**src/rtl/params_noc.sv**
```systemverilog
// NoC-wide parameters, flit format and framing helpers.
package params_noc;

    localparam int VC_NUM = 2;
    localparam int VC_W = (VC_NUM > 1) ? $clog2(VC_NUM) : 1;
    localparam int DATA_W = 16;

    typedef enum logic [1:0] {
        HEAD,
        BODY,
        TAIL,
        HEADTAIL
    } flit_label;

    typedef enum logic {
        FR_IDLE,
        FR_PKT
    } frame_state_t;

    typedef struct packed {
        flit_label         label;
        logic [DATA_W-1:0] payload;
    } flit_Data_noVC;

    typedef struct packed {
        flit_Data_noVC   flit;
        logic [VC_W-1:0] vc_Id;
    } flit_Data;

    function automatic logic label_ok(frame_state_t s, flit_label l);
        logic ok;
        ok = 1'b0;
        unique case (s)
            FR_IDLE: ok = (l == HEAD) || (l == HEADTAIL);
            FR_PKT:  ok = (l == BODY) || (l == TAIL);
            default: ok = 1'b0;
        endcase
        return ok;
    endfunction

    function automatic frame_state_t frame_next(frame_state_t s, flit_label l);
        frame_state_t n;
        n = s;
        if (s == FR_IDLE && l == HEAD) n = FR_PKT;
        if (s == FR_PKT && l == TAIL) n = FR_IDLE;
        return n;
    endfunction

endpackage

```
**src/rtl/vc_fifo_slice.sv**
```systemverilog
// One virtual channel: circular FIFO, occupancy, on/off hysteresis
// and packet framing check.
module vc_fifo_slice
    import params_noc::*;
#(
    parameter int BUFFER_SIZE = 8,
    parameter int OFF_LEVEL   = BUFFER_SIZE - 2,
    parameter int ON_LEVEL    = 2
) (
    input  logic     clk,
    input  logic     rst_n,
    input  logic     wr_en_i,
    input  flit_Data wr_flit_i,
    input  logic     rd_en_i,
    output flit_Data head_o,
    output logic     empty_o,
    output logic     full_o,
    output logic     on_off_o,
    output logic     err_o
);

    localparam int PTR_W = $clog2(BUFFER_SIZE);
    localparam int CNT_W = PTR_W + 1;
    localparam logic [CNT_W-1:0] FULL_CNT = CNT_W'(BUFFER_SIZE);

    flit_Data mem_q [BUFFER_SIZE];

    logic [PTR_W-1:0] rd_ptr_q, rd_ptr_d;
    logic [PTR_W-1:0] wr_ptr_q, wr_ptr_d;
    logic [CNT_W-1:0] cnt_q, cnt_d;
    frame_state_t     state_q, state_d;
    logic             empty_q, empty_d;
    logic             full_q, full_d;
    logic             on_off_q, on_off_d;
    logic             err_q, err_d;
    logic             frame_ok;
    logic             do_rd;
    logic             do_wr;

    always_comb begin
        frame_ok = label_ok(state_q, wr_flit_i.flit.label);
        // a read on an empty VC never frees space for a same-cycle write
        do_rd    = rd_en_i && (cnt_q != '0);
        do_wr    = wr_en_i && frame_ok && ((cnt_q != FULL_CNT) || do_rd);
        rd_ptr_d = rd_ptr_q + PTR_W'(do_rd);
        wr_ptr_d = wr_ptr_q + PTR_W'(do_wr);
        cnt_d    = cnt_q + CNT_W'(do_wr) - CNT_W'(do_rd);
        state_d  = do_wr ? frame_next(state_q, wr_flit_i.flit.label) : state_q;
        err_d    = err_q | (wr_en_i & ~do_wr);
        empty_d  = (cnt_d == '0);
        full_d   = (cnt_d == FULL_CNT);
        on_off_d = on_off_q;
        if (int'(cnt_d) >= OFF_LEVEL) begin
            on_off_d = 1'b0;
        end else if (int'(cnt_d) <= ON_LEVEL) begin
            on_off_d = 1'b1;
        end
    end

    always_ff @(posedge clk or negedge rst_n) begin
        if (!rst_n) begin
            rd_ptr_q <= '0;
            wr_ptr_q <= '0;
            cnt_q    <= '0;
            state_q  <= FR_IDLE;
            empty_q  <= 1'b1;
            full_q   <= 1'b0;
            on_off_q <= 1'b1;
            err_q    <= 1'b0;
        end else begin
            rd_ptr_q <= rd_ptr_d;
            wr_ptr_q <= wr_ptr_d;
            cnt_q    <= cnt_d;
            state_q  <= state_d;
            empty_q  <= empty_d;
            full_q   <= full_d;
            on_off_q <= on_off_d;
            err_q    <= err_d;
        end
    end

    // storage needs no reset: the pointers and empty flag gate it
    always_ff @(posedge clk) begin
        if (do_wr) begin
            mem_q[wr_ptr_q] <= wr_flit_i;
        end
    end

    assign head_o   = empty_q ? '0 : mem_q[rd_ptr_q];
    assign empty_o  = empty_q;
    assign full_o   = full_q;
    assign on_off_o = on_off_q;
    assign err_o    = err_q;

endmodule

```
**src/rtl/vc_input_buffer.sv**
```systemverilog
// Per-port NoC input buffer: write demux and read mux around
// one FIFO slice per virtual channel.
module vc_input_buffer
    import params_noc::*;
#(
    parameter int VC_NUM      = params_noc::VC_NUM,
    parameter int BUFFER_SIZE = 8,
    parameter int OFF_LEVEL   = BUFFER_SIZE - 2,
    parameter int ON_LEVEL    = 2
) (
    input  logic              clk,
    input  logic              rst_n,
    input  logic              write_i,
    input  flit_Data          input_Data,
    input  logic              read_i,
    input  logic [VC_W-1:0]   read_Vc_i,
    output flit_Data          output_Data,
    output logic [VC_NUM-1:0] vc_Empty,
    output logic [VC_NUM-1:0] vc_Full,
    output logic [VC_NUM-1:0] vc_On_Off,
    output logic [VC_NUM-1:0] proto_Err
);

    logic [VC_NUM-1:0] wr_en;
    logic [VC_NUM-1:0] rd_en;
    flit_Data          head [VC_NUM];

    for (genvar v = 0; v < VC_NUM; v++) begin : g_vc
        assign wr_en[v] = write_i && (input_Data.vc_Id == VC_W'(v));
        assign rd_en[v] = read_i && (read_Vc_i == VC_W'(v));

        vc_fifo_slice #(
            .BUFFER_SIZE(BUFFER_SIZE),
            .OFF_LEVEL  (OFF_LEVEL),
            .ON_LEVEL   (ON_LEVEL)
        ) u_slice (
            .clk      (clk),
            .rst_n    (rst_n),
            .wr_en_i  (wr_en[v]),
            .wr_flit_i(input_Data),
            .rd_en_i  (rd_en[v]),
            .head_o   (head[v]),
            .empty_o  (vc_Empty[v]),
            .full_o   (vc_Full[v]),
            .on_off_o (vc_On_Off[v]),
            .err_o    (proto_Err[v])
        );
    end

    // out-of-range VC selects read as zero
    always_comb begin
        output_Data = '0;
        for (int v = 0; v < VC_NUM; v++) begin
            if (read_Vc_i == VC_W'(v)) begin
                output_Data = head[v];
            end
        end
    end

endmodule

```
**config.mk**
```make
export PLATFORM = sky130hd
export DESIGN_NAME = vc_input_buffer
export DESIGN_NICKNAME = d
export VERILOG_FILES = /design/src/rtl/params_noc.sv /design/src/rtl/vc_fifo_slice.sv /design/src/rtl/vc_input_buffer.sv
export SDC_FILE = /design/constraint.sdc
export NUM_CORES = 1
export LEC_CHECK = 0
export BUFFER_PORTS_ARGS = -buffer_cell sky130_fd_sc_hd__buf_2
export CAP_MARGIN = 5
export CELL_PAD_IN_SITES_DETAIL_PLACEMENT = 1
export CELL_PAD_IN_SITES_GLOBAL_PLACEMENT = 1
export CORE_UTILIZATION = 57
export CTS_BUF_LIST = sky130_fd_sc_hd__clkbuf_16
export DETAILED_ROUTE_END_ITERATION = 10
export MAX_ROUTING_LAYER = met4
export PLACE_DENSITY_LB_ADDON = 0.1
export RECOVER_POWER = 50
export SYNTH_ARGS = -nofsm -noshare
export SYNTH_HDL_FRONTEND = slang
export SYNTH_SLANG_ARGS = --single-unit
```
**constraint.sdc**
```tcl
create_clock -name clk -period 9.44 [get_ports clk]
set_input_delay 1.416 -clock clk [delete_from_list [all_inputs] [get_ports clk]]
set_output_delay 1.416 -clock clk [all_outputs]
set_load 0.03 [all_outputs]
```
### Word-level counts from Yosys, hierarchy flattened

Memories as Yosys holds them, arrays and structs flattened.
Cells that the tools add are included.

| storage, ports and cells | value |
|---|---|
| bits in registers | 30 |
| bits in writable memories | 304 |
| output and inout port bits | 27 |
| word-level logic and storage cells | 93 |
| memories kept | 2 |

Memories:

| memory | words | bits a word | rd ports | clocked after memory_dff | wr ports | RTL line | RTL |
|---|---|---|---|---|---|---|---|
| g_vc[0].u_slice.mem_q | 8 | 19 | 1 | 0 | 1 | vc_fifo_slice.sv:26 | `flit_Data mem_q [BUFFER_SIZE];` |
| g_vc[1].u_slice.mem_q | 8 | 19 | 1 | 0 | 1 | vc_fifo_slice.sv:26 |  |

| operators by class | value |
|---|---|
| mux-type cells | 17 |
| $add $sub $neg | 8 |
| reduce and logical (&&, ||, !) cells | 29 |
| $lt $le $gt $ge | 4 |
| equal/unequal tests | 7 |
| bitwise logic cells | 10 |

Operator list:

| kind | number |
|---|---|
| 19-bit two-way mux | 3 |
| 1-bit logical AND | 14 |
| 3-bit by 1-bit adder with 3-bit output | 4 |
| 1-bit two-way mux | 12 |
| 4-bit by 1-bit adder with 4-bit output | 2 |
| 4-bit == test (second input constant) | 2 |
| 4-bit by 3-bit greater-or-equal comparator with 1-bit output (second input constant) | 2 |
| 4-bit by 2-bit less-or-equal comparator with 1-bit output (second input constant) | 2 |
| 4-bit logical NOT | 2 |
| 4-bit inequality test (second input constant) | 2 |
| 2-bit nonzero test | 4 |
| 4-bit nonzero test | 2 |
| 4-bit by 1-bit subtractor with 4-bit output | 2 |
| 1-bit inverter | 6 |
| 2-bit == test (second input constant) | 2 |
| 1-bit logical OR | 4 |
| 1-bit one-hot mux with 2 select lines | 2 |
| 2-bit AND reduction | 2 |
| 1-bit AND | 2 |
| 2-bit by 1-bit == test with 1-bit output (second input constant) | 1 |
| 2-bit logical NOT | 1 |
| 1-bit bitwise OR | 2 |

### Longest topological paths before layout

| depth | value |
|---|---|
| depth in word-level cells | 10 |
| gate-level depth with buffers | 11 |

### Hierarchy

Synthesis repeated with hierarchy kept, for this count alone.

| unflattened totals | value |
|---|---|
| cells, all modules | 657 |
| area total of the unflattened synthesis | 13639.3 µm² |

By module, submodules not included:

| module | instances | area an instance (µm²) | seq. area each (µm²) | cells each |
|---|---|---|---|---|
| vc_fifo_slice | 2 | 6655.1 | 4942.2 | 316 |
| vc_input_buffer | 1 | 329.1 | 0.0 | 25 |

### Least setup slack after synthesis

OpenSTA, ideal clock, no wires.

| timing path | value |
|---|---|
| path type | in2out |
| start point | in read_Vc_i |
| end point | out output_Data[4] (netlist name) |
| stages on the path | 6 |
| path buffers | 3 |
| arrival | 2.734 ns |
| slack | 5.290 ns |
| data required time | 8.024 ns |
| path through | buf_6 -> or4b_4 -> buf_6 -> buf_8 -> o22ai_1 -> or4_1 |

RTL lines:

| element | RTL line | RTL |
|---|---|---|
| start, declared | vc_input_buffer.sv:16 | `input logic [VC_W-1:0] read_Vc_i,` |
| end, declared | vc_input_buffer.sv:17 | `output flit_Data output_Data,` |

==> summary.md <==
| Metric | Value |
|---|---|
| Worst path bufs/invs | `2` |
| Leakage | `5.49 nW` |
| Sw power | `1.44 mW` |
| Post-layout util | `0.655` |
| Status | `finished, violations left` |
| Largest net degree at the start of global routing | `53` |
| Crit path cell chain | `clkbuf_1 > or4_1 > o22ai_1 > or4_1 > buf_2` |
| Vias per Instance | `6.19` |
| Post-synthesis sequential area ratio | `0.741` |
| Hold Path End | `g_vc[1].u_slice.err_o` |
| Port bufs | `50` |
| Fin Hold WS | `0.456 ns` |
| Worst vdd ir | `178 uV` |
| Crit-path max FO | `19` |
| Hold_buf cts | `0` |
| Xor-xnor portion of the synthesized cell area | `0.00656` |
| Post-route ant nets | `0` |
| Slew margin rel. | `-0.112` |
| Nets | `871` |
| Reg2Reg Depth | `11` |
| Most common cell after layout, fill and taps aside | `edfxtp_1` |
| Via Count | `7201` |
| DRT Pass-1 Iters | `5` |
| Max Clk Rate | `192 MHz` |
| CP max stage delay | `0.92 ns` |
| Most frequent cells in the layout | `304 x edfxtp_1, 152 x mux2i_1, 76 x o22ai_1` |
| Syn_nets | `808` |
| Layout cell share with drive strength beyond 1 | `0.135` |
| Die width | `155 um` |
| EDFF count, synth | `304` |
| Max cap viols | `1` |
| RR Startpoint | `g_vc[0].u_slice.cnt_q[2]` |
| Synth cell types | `44` |
| Synth Register Bits | `334` |
| Initial antenna violation count | `0` |
| All-Layer GR Usage | `0.290` |
| Final wirelength | `32.3 mm` |
| Mapped cell area | `13300 um2` |
| Worst Setup Start Kind | `input port` |
| Vias in the first global route | `7735` |
| CTS tree | `yes` |
| Async SR Flop Fraction | `0.0898` |
| Synth Instances | `762` |
| Crit path arrival time | `3.80 ns` |
| Cell family with most CP delay | `simple AND/OR/NAND/NOR gates` |
| Setup CP Type | `in2out` |
| Sequential cell area | `9890 um2` |
| Die area | `24000 um2` |
| Area of the multi-input gates | `3130 um2` |
| Worst-Margin Slew | `1.67 ns` |
| Root Driver | `clkbuf_16` |
| Synth Area per Inst | `17.5 um2` |
| Final hold violations | `0` |
| Final min period | `5.22 ns` |
| Die Height | `155 um` |
| Ys Warns | `0` |
| Clock power frac | `0.291` |
| Leading area contributor after synthesis | `edfxtp_1` |
| Core Footprint | `22800 um2` |
| R2R Path End | `g_vc[0].u_slice.on_off_o` |
| N_diodes | `0` |
| Net Sw Frac | `0.330` |
| Synth Flop Type | `edfxtp_1` |
| Placer congestion estimate | `0.788` |
| Top-area cell type share of the netlist area | `0.684` |
| Starting DRC count in detailed routing | `553` |
| CTS buffer count | `35` |
| CP max stage cell | `or4_1` |
| Synth area leaders | `edfxtp_1 68%, mux2i_1 11%, dfrtp_1 4.9%` |
| FF-to-FF setup slack | `6.25 ns` |
| # H-tree levels | `2` |
| CP Capture Type | `output pin` |
| PD cells | `293 nW/um2` |
| Post-Synth Simple-Gate Area | `0.0384` |
| Setup Skew | `0.0179 ns` |
| Cts repair resizes | `0` |
| Hold Crit Class | `reg2reg` |
| Final Max Tran Viols | `31` |
| Final setup vio count | `0` |
| Maximum buffer depth of the clock tree | `3` |
| Clock Latency Late Sink | `0.51 ns` |
| Final Cycle Share | `0.553` |
| Post-synthesis compound-gate area fraction | `0.0492` |
| # DRC | `0` |
| # IOs | `51` |
| Hold path depth | `1` |
| Hold Crit Start | `g_vc[1].u_slice.err_o` |
| Clock Pin Slew Worst Setup and Hold Paths | `0.05 ns` |
| Congestion Overflow GR | `0` |
| WL/cell | `27.8 um` |
| RSZ-0062 raised after global routing | `no` |
| Main combinational cell family by area after synthesis | `multiplexers` |
| DP HPWL | `18.4 mm` |
| CP most frequent cell | `or4_1` |
| Layout area overhead | `11.7%` |
| Synth Area in Adders | `0.0218` |
| Worst EP required | `8.02 ns` |
| Setup Fix Bufs, Post-CTS | `0` |
| Sequential share of power | `0.426` |
| Failing checks | `max-capacitance violations, max-slew violations` |
| Internal power | `2.93 mW` |
| Total clock sinks | `334` |
| # rows | `55` |
| Starting Density | `0.586` |
| Number of fill cells | `1991` |
| First-pass GRT wire length | `48.1 mm` |
| Setup tns final | `0 ns` |
| Mux contribution to synthesized area | `0.114` |
| Share of total power in combinational logic | `0.283` |
[metal layers]
metal	track usage	part of all wire	up-vias
met5	-	0	-
met4	0.115	0.038	0
met3	0.0401	0.063	75
met2	0.483	0.51	307
met1	0.363	0.39	3674
li1	-	-	3145
[final cells by class]
cell class                      instances  area share
Clock buffer                           37      0.0621
Inverter                               22     0.00554
Multi-Input combinational cell        364       0.210
Tap cell                              313      0.0263
Clock inverter                         25     0.00873
Timing Repair Buffer                   68      0.0237
Sequential cell                       334       0.663
[how the worst max path moves through the flow]
stage | cells after the start | start | end | slack, ns
final | 5 | read_Vc_i | output_Data[0] | 4.22
after global placement | 5 | read_Vc_i | output_Data[16] | 4.60
after detailed placement | 5 | read_Vc_i | output_Data[7] | 4.54
after CTS | 5 | read_Vc_i | output_Data[0] | 4.45
after floorplan | 6 | read_Vc_i | output_Data[4] | 5.29
after global routing | 5 | read_Vc_i | output_Data[2] | 4.10
[Yosys cell counts (2+ instances only)]
| cell | count |
|---|---|
| o22ai_1 | 76 |
| or4_1 | 20 |
| nor2_1 | 16 |
| nor3_1 | 5 |
| or3b_2 | 2 |
| xor2_1 | 8 |
| clkbuf_1 | 2 |
| o21ai_0 | 5 |
| nand4bb_1 | 3 |
| dfstp_2 | 4 |
| nor2b_1 | 2 |
| or3_1 | 2 |
| buf_6 | 8 |
| edfxtp_1 | 304 |
| and3b_1 | 2 |
| o2111ai_1 | 5 |
| or4b_1 | 2 |
| buf_4 | 16 |
| nand2b_1 | 7 |
| a21oi_1 | 3 |
| and3_1 | 2 |
| xnor2_1 | 2 |
| nand3_1 | 3 |
| ha_1 | 20 |
| fa_1 | 2 |
| buf_2 | 15 |
| a21o_1 | 3 |
| o211a_1 | 3 |
| and2_1 | 3 |
| dfrtp_1 | 26 |
| inv_1 | 22 |
| nand2_1 | 6 |
| mux2i_1 | 152 |
[sequential cells by signal (all words and copies together) (netlist names)]
signal	flops
g_vc.u_slice.mem_q	304
g_vc.u_slice.cnt_q	8
g_vc.u_slice.rd_ptr_q	6
g_vc.u_slice.wr_ptr_q	6
g_vc.u_slice.empty_o	2
g_vc.u_slice.err_o	2
g_vc.u_slice.full_o	2
g_vc.u_slice.on_off_o	2
g_vc.u_slice.state_q	2
[per-stage QoR]
step	cell area (um2)	setup WS (ns)	power (mW)	instances
finish	14900	4.22	4.37	1163
global route	14900	4.10	4.53	1163
CTS	14900	4.45	4.39	1163
detailed placement	13900	4.54	3.12	1101
global placement	13900	4.60	3.06	1101
floorplan	13300	5.29	2.77	762
[kinds of logic (layout without fill, tap and decap cells)]
family,count (synthesis),in the layout
flops,334,334
mux,152,152
compound gates,100,100
simple gates,80,80
buf+inv,64,152
fa+ha+maj,22,22
xor+xnor,10,10
[power by group through the flow]
stage	Clock, mW	Combinational, mW	Sequential, mW
after global placement	0	1.18	1.88
final	1.27	1.23	1.86
after global routing	1.33	1.32	1.88
after detailed placement	0	1.23	1.89
after floorplan	0	0.963	1.81
after CTS	1.29	1.24	1.86
Power figures use the tool's default switching activity.
